### src/rtl/led_pwm_pkg.sv
// Shared types and defaults for the LED PWM fader.
package led_pwm_pkg;

   localparam int NUM_CH_DEF     = 11;
   localparam int DECAY_STEP_DEF = 8;

   typedef logic [7:0] duty_t;

   // Saturating subtract used by the optional fade engine.
   function automatic duty_t sat_sub(input duty_t a, input duty_t b);
      return (a > b) ? duty_t'(a - b) : '0;
   endfunction

endpackage

### src/rtl/led_pwm_prescaler.sv
// Free-running divider; tick is high in the cycle the count sits at PRESCALE-1.
module led_pwm_prescaler #(
   parameter int PRESCALE = 32
) (
   input  logic clk,
   input  logic rst_n,
   output logic tick
);

   localparam int            CW   = $clog2(PRESCALE);
   localparam logic [CW-1:0] LAST = CW'(PRESCALE - 1);

   logic [CW-1:0] cnt_q;
   logic [CW-1:0] cnt_d;

   always_comb begin
      cnt_d = (cnt_q == LAST) ? '0 : cnt_q + 1'b1;
   end

   always_ff @(posedge clk or negedge rst_n) begin
      if (!rst_n) begin
         cnt_q <= '0;
      end else begin
         cnt_q <= cnt_d;
      end
   end

   assign tick = (cnt_q == LAST);

endmodule

### src/rtl/led_pwm_fader.sv
// Multi-channel LED PWM with double-buffered duty updates at the period boundary.
// Define LED_PWM_FADE_EN to let idle channels decay by DECAY_STEP each period.
module led_pwm_fader
   import led_pwm_pkg::*;
#(
   parameter int NUM_CH     = NUM_CH_DEF,
   parameter int PRESCALE   = 32,
   parameter int DECAY_STEP = DECAY_STEP_DEF
) (
   input  logic              clk,
   input  logic              rst_n,
   input  logic              set_valid,
   output logic              set_ready,
   input  logic [3:0]        set_idx,
   input  logic [7:0]        set_duty,
   output logic              idx_err,
   output logic [NUM_CH-1:0] ledc
);

   localparam logic [4:0] NUM_CH_U = 5'(NUM_CH);

   logic       tick;
   logic       boundary;
   logic       accept;
   logic       in_range;
   logic [7:0] pwm_cnt_q;
   logic [7:0] pwm_cnt_d;
   logic       rdy_q;
   logic       idx_err_q;
   logic       idx_err_d;

   led_pwm_prescaler #(
      .PRESCALE(PRESCALE)
   ) u_prescaler (
      .clk  (clk),
      .rst_n(rst_n),
      .tick (tick)
   );

   // Writes are refused only while the staging buffers are being committed.
   assign boundary  = tick && (pwm_cnt_q == 8'hFF);
   assign set_ready = rdy_q && !boundary;
   assign accept    = set_valid && set_ready;
   assign in_range  = ({1'b0, set_idx} < NUM_CH_U);

   always_comb begin
      pwm_cnt_d = tick ? pwm_cnt_q + 8'd1 : pwm_cnt_q;
      idx_err_d = accept && !in_range;
   end

   always_ff @(posedge clk or negedge rst_n) begin
      if (!rst_n) begin
         pwm_cnt_q <= '0;
         rdy_q     <= 1'b0;
         idx_err_q <= 1'b0;
      end else begin
         pwm_cnt_q <= pwm_cnt_d;
         rdy_q     <= 1'b1;
         idx_err_q <= idx_err_d;
      end
   end

   assign idx_err = idx_err_q;

   generate
      for (genvar gi = 0; gi < NUM_CH; gi++) begin : g_ch
         duty_t staging_q;
         duty_t active_q;
         duty_t idle_d;
         logic  dirty_q;
         logic  ledc_q;
         logic  wr_hit;

         assign wr_hit = accept && in_range && (set_idx == 4'(gi));

`ifdef LED_PWM_FADE_EN
         assign idle_d = sat_sub(active_q, duty_t'(DECAY_STEP));
`else
         assign idle_d = active_q;
`endif

         always_ff @(posedge clk or negedge rst_n) begin
            if (!rst_n) begin
               staging_q <= '0;
               active_q  <= '0;
               dirty_q   <= 1'b0;
               ledc_q    <= 1'b0;
            end else begin
               ledc_q <= (pwm_cnt_q < active_q);
               if (boundary) begin
                  active_q <= dirty_q ? staging_q : idle_d;
                  dirty_q  <= 1'b0;
               end else if (wr_hit) begin
                  staging_q <= set_duty;
                  dirty_q   <= 1'b1;
               end
            end
         end

         assign ledc[gi] = ledc_q;
      end
   endgenerate

endmodule

### config.mk
export PLATFORM = sky130hd
export DESIGN_NAME = led_pwm_fader
export DESIGN_NICKNAME = d
export VERILOG_FILES = /design/src/rtl/led_pwm_pkg.sv /design/src/rtl/led_pwm_prescaler.sv /design/src/rtl/led_pwm_fader.sv
export SDC_FILE = /design/constraint.sdc
export NUM_CORES = 1
export LEC_CHECK = 0
export CORE_MARGIN = 1.5
export CORE_UTILIZATION = 30
export DETAILED_ROUTE_END_ITERATION = 8
export SKIP_LAST_GASP = 1
export SLEW_MARGIN = 10
export SYNTH_ARGS = -nofsm -noshare
export SYNTH_HDL_FRONTEND = slang
export SYNTH_SLANG_ARGS = --single-unit
### constraint.sdc
create_clock -name clk -period 4.8 [get_ports clk]
set_input_delay 0.72 -clock clk [delete_from_list [all_inputs] [get_ports clk]]
set_output_delay 0.72 -clock clk [all_outputs]
set_load 0.1 [all_outputs]
==> After elaboration in Yosys (flattened, before gate mapping) <==
Index checks and enable logic that the tools add are counted.
{ "totals": {"output_inout_bits": 13, "inputBits": 15, "wordCells": 150, "ff_bits": 213} }
{ "op_classes": {"bitwise": 1, "reduce_logical": 52, "magnitude_cmp": 12, "n_addsub": 2, "mux": 23, "eq_ne": 12} }
{ "ops": {"columns": ["cell", "count"], "rows": [
  ["less-than comparator 8 bit", 11],
  ["AND reduction 2 bit", 22],
  ["2-to-1 mux 1 bit", 22],
  ["nonzero test 2 bit", 11],
  ["== test 4 x 3 -> 1 bit, second input constant", 4],
  ["logical AND 1 bit", 16],
  ["== test 4 bit, second input constant", 3],
  ["adder 8 x 1 -> 8 bit, second input constant", 1],
  ["== test 4 x 2 -> 1 bit, second input constant", 2],
  ["== test 8 bit, second input constant", 1],
  ["adder 5 x 1 -> 5 bit, second input constant", 1],
  ["== test 5 bit, second input constant", 1],
  ["2-to-1 mux 5 bit", 1],
  ["== test 4 x 1 -> 1 bit, second input constant", 1],
  ["logical NOT 4 bit", 1],
  ["less-than comparator 4 bit, second input constant", 1],
  ["logical NOT 1 bit", 2],
  ["inverter 1 bit", 1]
]} }

==> Logic depth before layout (Yosys ltp) <==
{ "logic_depth": {"word_depth": 9, "mapped_depth": 10, "depth_no_buf": 7} }

==> By module <==
A second synthesis with hierarchy kept.
{ "unflattened": {"hier_cells": 762, "area_unflattened_um2": 10075.9} }
{ "modules_own_cells": {"columns": ["mod", "cells_per_inst", "n_inst", "seq_area_each_um2", "area_each_um2"], "rows": [
  ["led_pwm_fader", 747, 1, 5205.0, 9867.0],
  ["led_pwm_prescaler", 15, 1, 125.1, 209.0]
]} }

==> Least setup slack after synthesis <==
OpenSTA, ideal clock, no wires.
{ "synth_timing": {"path_kind": "flip-flop to output port", "startpoint": "register u_prescaler.cnt_q[0]", "endpoint": "output set_ready", "required_ns": 4.080, "stages_incl_launch_ff": 10, "path_slack_ns": 1.404, "arrival_time_ns": 2.676, "path_buffers": 3, "cell_sequence": "dfrtp_1 ha_1 and3_1 ha_1 buf_6 and4_4 nand3_1 buf_6 buf_1 and2_1"} }
{ "synth_between": {"elab_chain_len": 4} }
{ "synth_lines": {"columns": ["element", "line_no", "rtl"], "rows": [
  ["start: declaration", "led_pwm_prescaler.sv:13", "logic [CW-1:0] cnt_q;"],
  ["start signal: assignment", "led_pwm_prescaler.sv:24", "cnt_q <= cnt_d;"],
  ["== test 5 bit", "led_pwm_prescaler.sv:28", "assign tick = (cnt_q == LAST);"],
  ["logical AND 1 bit", "led_pwm_fader.sv:41", "assign boundary = tick && (pwm_cnt_q == 8'hFF);"],
  ["logical NOT 1 bit", "led_pwm_fader.sv:42", "assign set_ready = rdy_q && !boundary;"],
  ["logical AND 1 bit", "led_pwm_fader.sv:42", null],
  ["end: declaration", "led_pwm_fader.sv:13", "output logic set_ready,"]
]} }
No other way between the ends.

==> Final worst setup path <==
Ends and elaborated chain as after synthesis.

==> impl_results.md <==
* Seq pwr share at 0.498
* Initial antenna violation count at 0
* Layout net count at 895
* Mapped Cells at 765
* CP Data Required Time at 4.08 ns
* Clock power share at 0.445
* Register area share after synthesis at 0.5195
* Logic pwr share at 0.057
* Core area at 33620 um^2
* Clock Pin Slew Worst Setup and Hold Paths at 0.06 ns
* VDD IR max at 0.1961 mV
* Setup crit end kind: primary output
* GRT Total Usage at 0.1198
* Setup-failing EPs final at 0
* Max Slew Vio Count at 0
* Via density at 4.477
* Cell Int Power at 3.149 mW
* Clk_lat worst skew at 0.51 ns
* Mapped Avg Cell Area at 13.41 um^2
* RSZ-0062 raised after global routing: false
* Clk_skew at 0.01389 ns
* Worst hold path class: in -> async
* Worst slew pin tran at 0.9843 ns
* Max cap viols at 0
* Fin util at 0.3500
* # resized after CTS at 0
* Post-synthesis sequential element count at 213
* Final GP Congestion at 0.7179
* Synth cell types at 36
* Congestion Overflow GR at 0
* Top achievable clock speed at 313.3 MHz
* NetSw at 0.8757 mW
* Remaining routing DRC violations at 0
* Power Dens Cells at 342.1 nW/um^2
* LEAKAGE at 5.758 nW
* Largest net degree at the start of global routing at 110
* Post-layout minimum cycle time at 3.192 ns
* Global-route wire length before repair at 32980 um
* Syn_nets at 860
* Reg2reg path depth at 7
* Num CTS Buffers at 24
* Routed wire length per instance at 15.97 um
* Slew headroom at 0.3418
* Async S/R FF share, synth at 1.000
* Cts hold-fix bufs at 0
* Drt total wl at 20170 um
* DIE WIDTH at 187.9 um
* DR pass1 iterations at 4
* Layout cells sized above 1 at 0.3034
* CP arrival at 2.47 ns
* IO buf count at 27
* Area growth syn-to-layout at 14.67%
* Antenna viol nets, final at 0
* HPWL after detailed placement at 12850 um
* Switching share of power at 0.2176
* Top Ports at 28
* Ys flop type: dfrtp_1
* Post-CTS setup buffers at 0
* Vias at 5655
* Root Driver: clkbuf_16
* Yosys warns at 0
* Vias in the first global route at 5986
* Number of flops mapped to enable cells by yosys at 0
* H-tree depth at 1
* Fin. Hold Viols at 0
* Cell area after synthesis at 10260 um^2
* Die Ht at 187.9 um
* # rows at 67
* Status: completed
* Fillers at 3225
* Clock sink count at 213
* Tcrit/Tclk final at 0.6650
* Setup Crit Path Kind: reg -> out
* Multi-input combinational cell area at 4452 um^2
* 1st-iter DRT viols at 210
* CTS tree: built
* Critical Path Start Type: flop
* Die area at 35320 um^2
* Initial core utilization at 0.3052
* Longest Clk Path Bufs at 3
* WHS at 0.2317 ns
* Sequential Area at 5330 um^2
* Max Fanout on Critical Path at 8
* Setup TNS at 0 ns
[cell type report]
| cell class | instances | share of cell area |
|---|---|---|
| Inverter | 80 | 0.02552 |
| Timing Repair Buffer | 36 | 0.02893 |
| Antenna cell | 1 | 0.0002127 |
| Multi-Input combinational cell | 445 | 0.3784 |
| Tap cell | 448 | 0.04764 |
| Clock buffer | 33 | 0.06083 |
| Sequential cell | 213 | 0.4530 |
| Clock inverter | 7 | 0.005424 |
[synth_stat cells, types with 2 or more instances]
cell	instances	area (um^2)
dfrtp_1	213	5330
clkbuf_1	9	33.78
nand4_4	2	42.54
a21o_1	11	82.58
mux2_4	56	840.8
buf_1	2	7.510
nor2b_1	13	81.33
nand2_1	49	183.9
inv_1	80	300.3
nand4b_2	2	30.03
o21ai_0	11	55.05
a31oi_1	11	68.82
nand2_8	7	140.1
buf_4	12	90.09
buf_6	2	22.52
a21oi_1	25	125.1
a41o_1	11	110.1
nand3_1	14	70.07
mux2_2	121	1363
nor2_1	6	22.52
ha_1	80	1001
and3_1	3	18.77
xor2_1	3	26.28
xnor2_1	6	52.55
nand3_2	5	50.05
[stage by stage]
step	setup WS, ns	cell area (um^2)	std cells	power (mW)
2_1_floorplan	1.404	10260	765	2.170
3_3_place_gp	1.827	10980	1222	2.261
3_5_place_dp	1.760	10980	1222	2.275
4_1_cts	1.580	11760	1262	4.089
5_1_grt	1.462	11760	1262	4.205
6_report	1.608	11770	1263	4.025
[power groups by stage]
stage / combinational [mW] / sequential [mW] / clock (mW)
4_1_cts: 0.236 / 2.01 / 1.85
6_report: 0.228 / 2.00 / 1.79
3_5_place_dp: 0.236 / 2.04 / 0
5_1_grt: 0.253 / 2.02 / 1.93
2_1_floorplan: 0.151 / 2.02 / 0
3_3_place_gp: 0.229 / 2.03 / 0
[cell families (layout without fill, tap and decap cells)]
logic type,Yosys count,in the layout,share of synthesized area
compound gates,69,69,0.04305
xor+xnor,9,9,0.007683
fa+ha+maj,80,80,0.09756
buf+inv,107,156,0.04671
flops,213,213,0.5195
mux,177,177,0.2148
other cells,1,2,0.0003655
simple gates,109,109,0.07037
[state kept, by name (all words and copies together) (netlist names)]
signal	flops
pwm_cnt_q	8
u_prescaler.cnt_q	5
g_ch.active_q	88
rdy_q	1
g_ch.staging_q	88
idx_err	1
g_ch.ledc_q	11
g_ch.dirty_q	11
[critical path, cell delays in order (launching register included)]
cell and delay, ns:
dfrtp_1 0.39, ha_1 0.22, and3_1 0.19, ha_1 0.29, and4_4 0.26, nand3_1 0.15
and2_1 0.17, buf_4 0.29
[layer usage]
metal,vias to the layer above,global-route usage,wire [um]
met3,28,0.01759,612
met2,56,0.2048,9804
met5,-,0,0
met4,0,0.03354,365
li1,2722,-,-
met1,2849,0.1576,9383
[layout by cell type, fill, tap and decap left out, drive strengths merged]
cell           instances
nor4b                  1
mux2                 177
buf                   11
ha                    80
clkdlybuf4s50         25
inv                   80
and4                   1
dfrtp                213
a31oi                 11
nor3b                  1
nor2                   7
nand3                 19
and2                   1
conb                   1
a21o                  11
diode                  1
clkinv                 6
and3                   3
xnor2                  6
nor2b                 13
a41o                  11
bufinv                 1
nand4b                 3
nand2                 56
xor2                   3
a21oi                 25
o21ai                 11
nand4                  4
clkbuf                33
[worst paths after layout]
path,slack [ns],start,end
max,1.61,u_prescaler.cnt_q[0],set_ready
min,0.23,rst_n,g_ch[8].staging_q[5]
max reg2reg,1.75,u_prescaler.cnt_q[0],g_ch[9].active_q[6]
min reg2reg,0.45,u_prescaler.cnt_q[0],u_prescaler.cnt_q[0]
max in group asynchronous,3.52,rst_n,g_ch[5].ledc_q
min in group clk,0.45,u_prescaler.cnt_q[0],u_prescaler.cnt_q[0]
No activity file was read; power rests on OpenSTA's default activity.
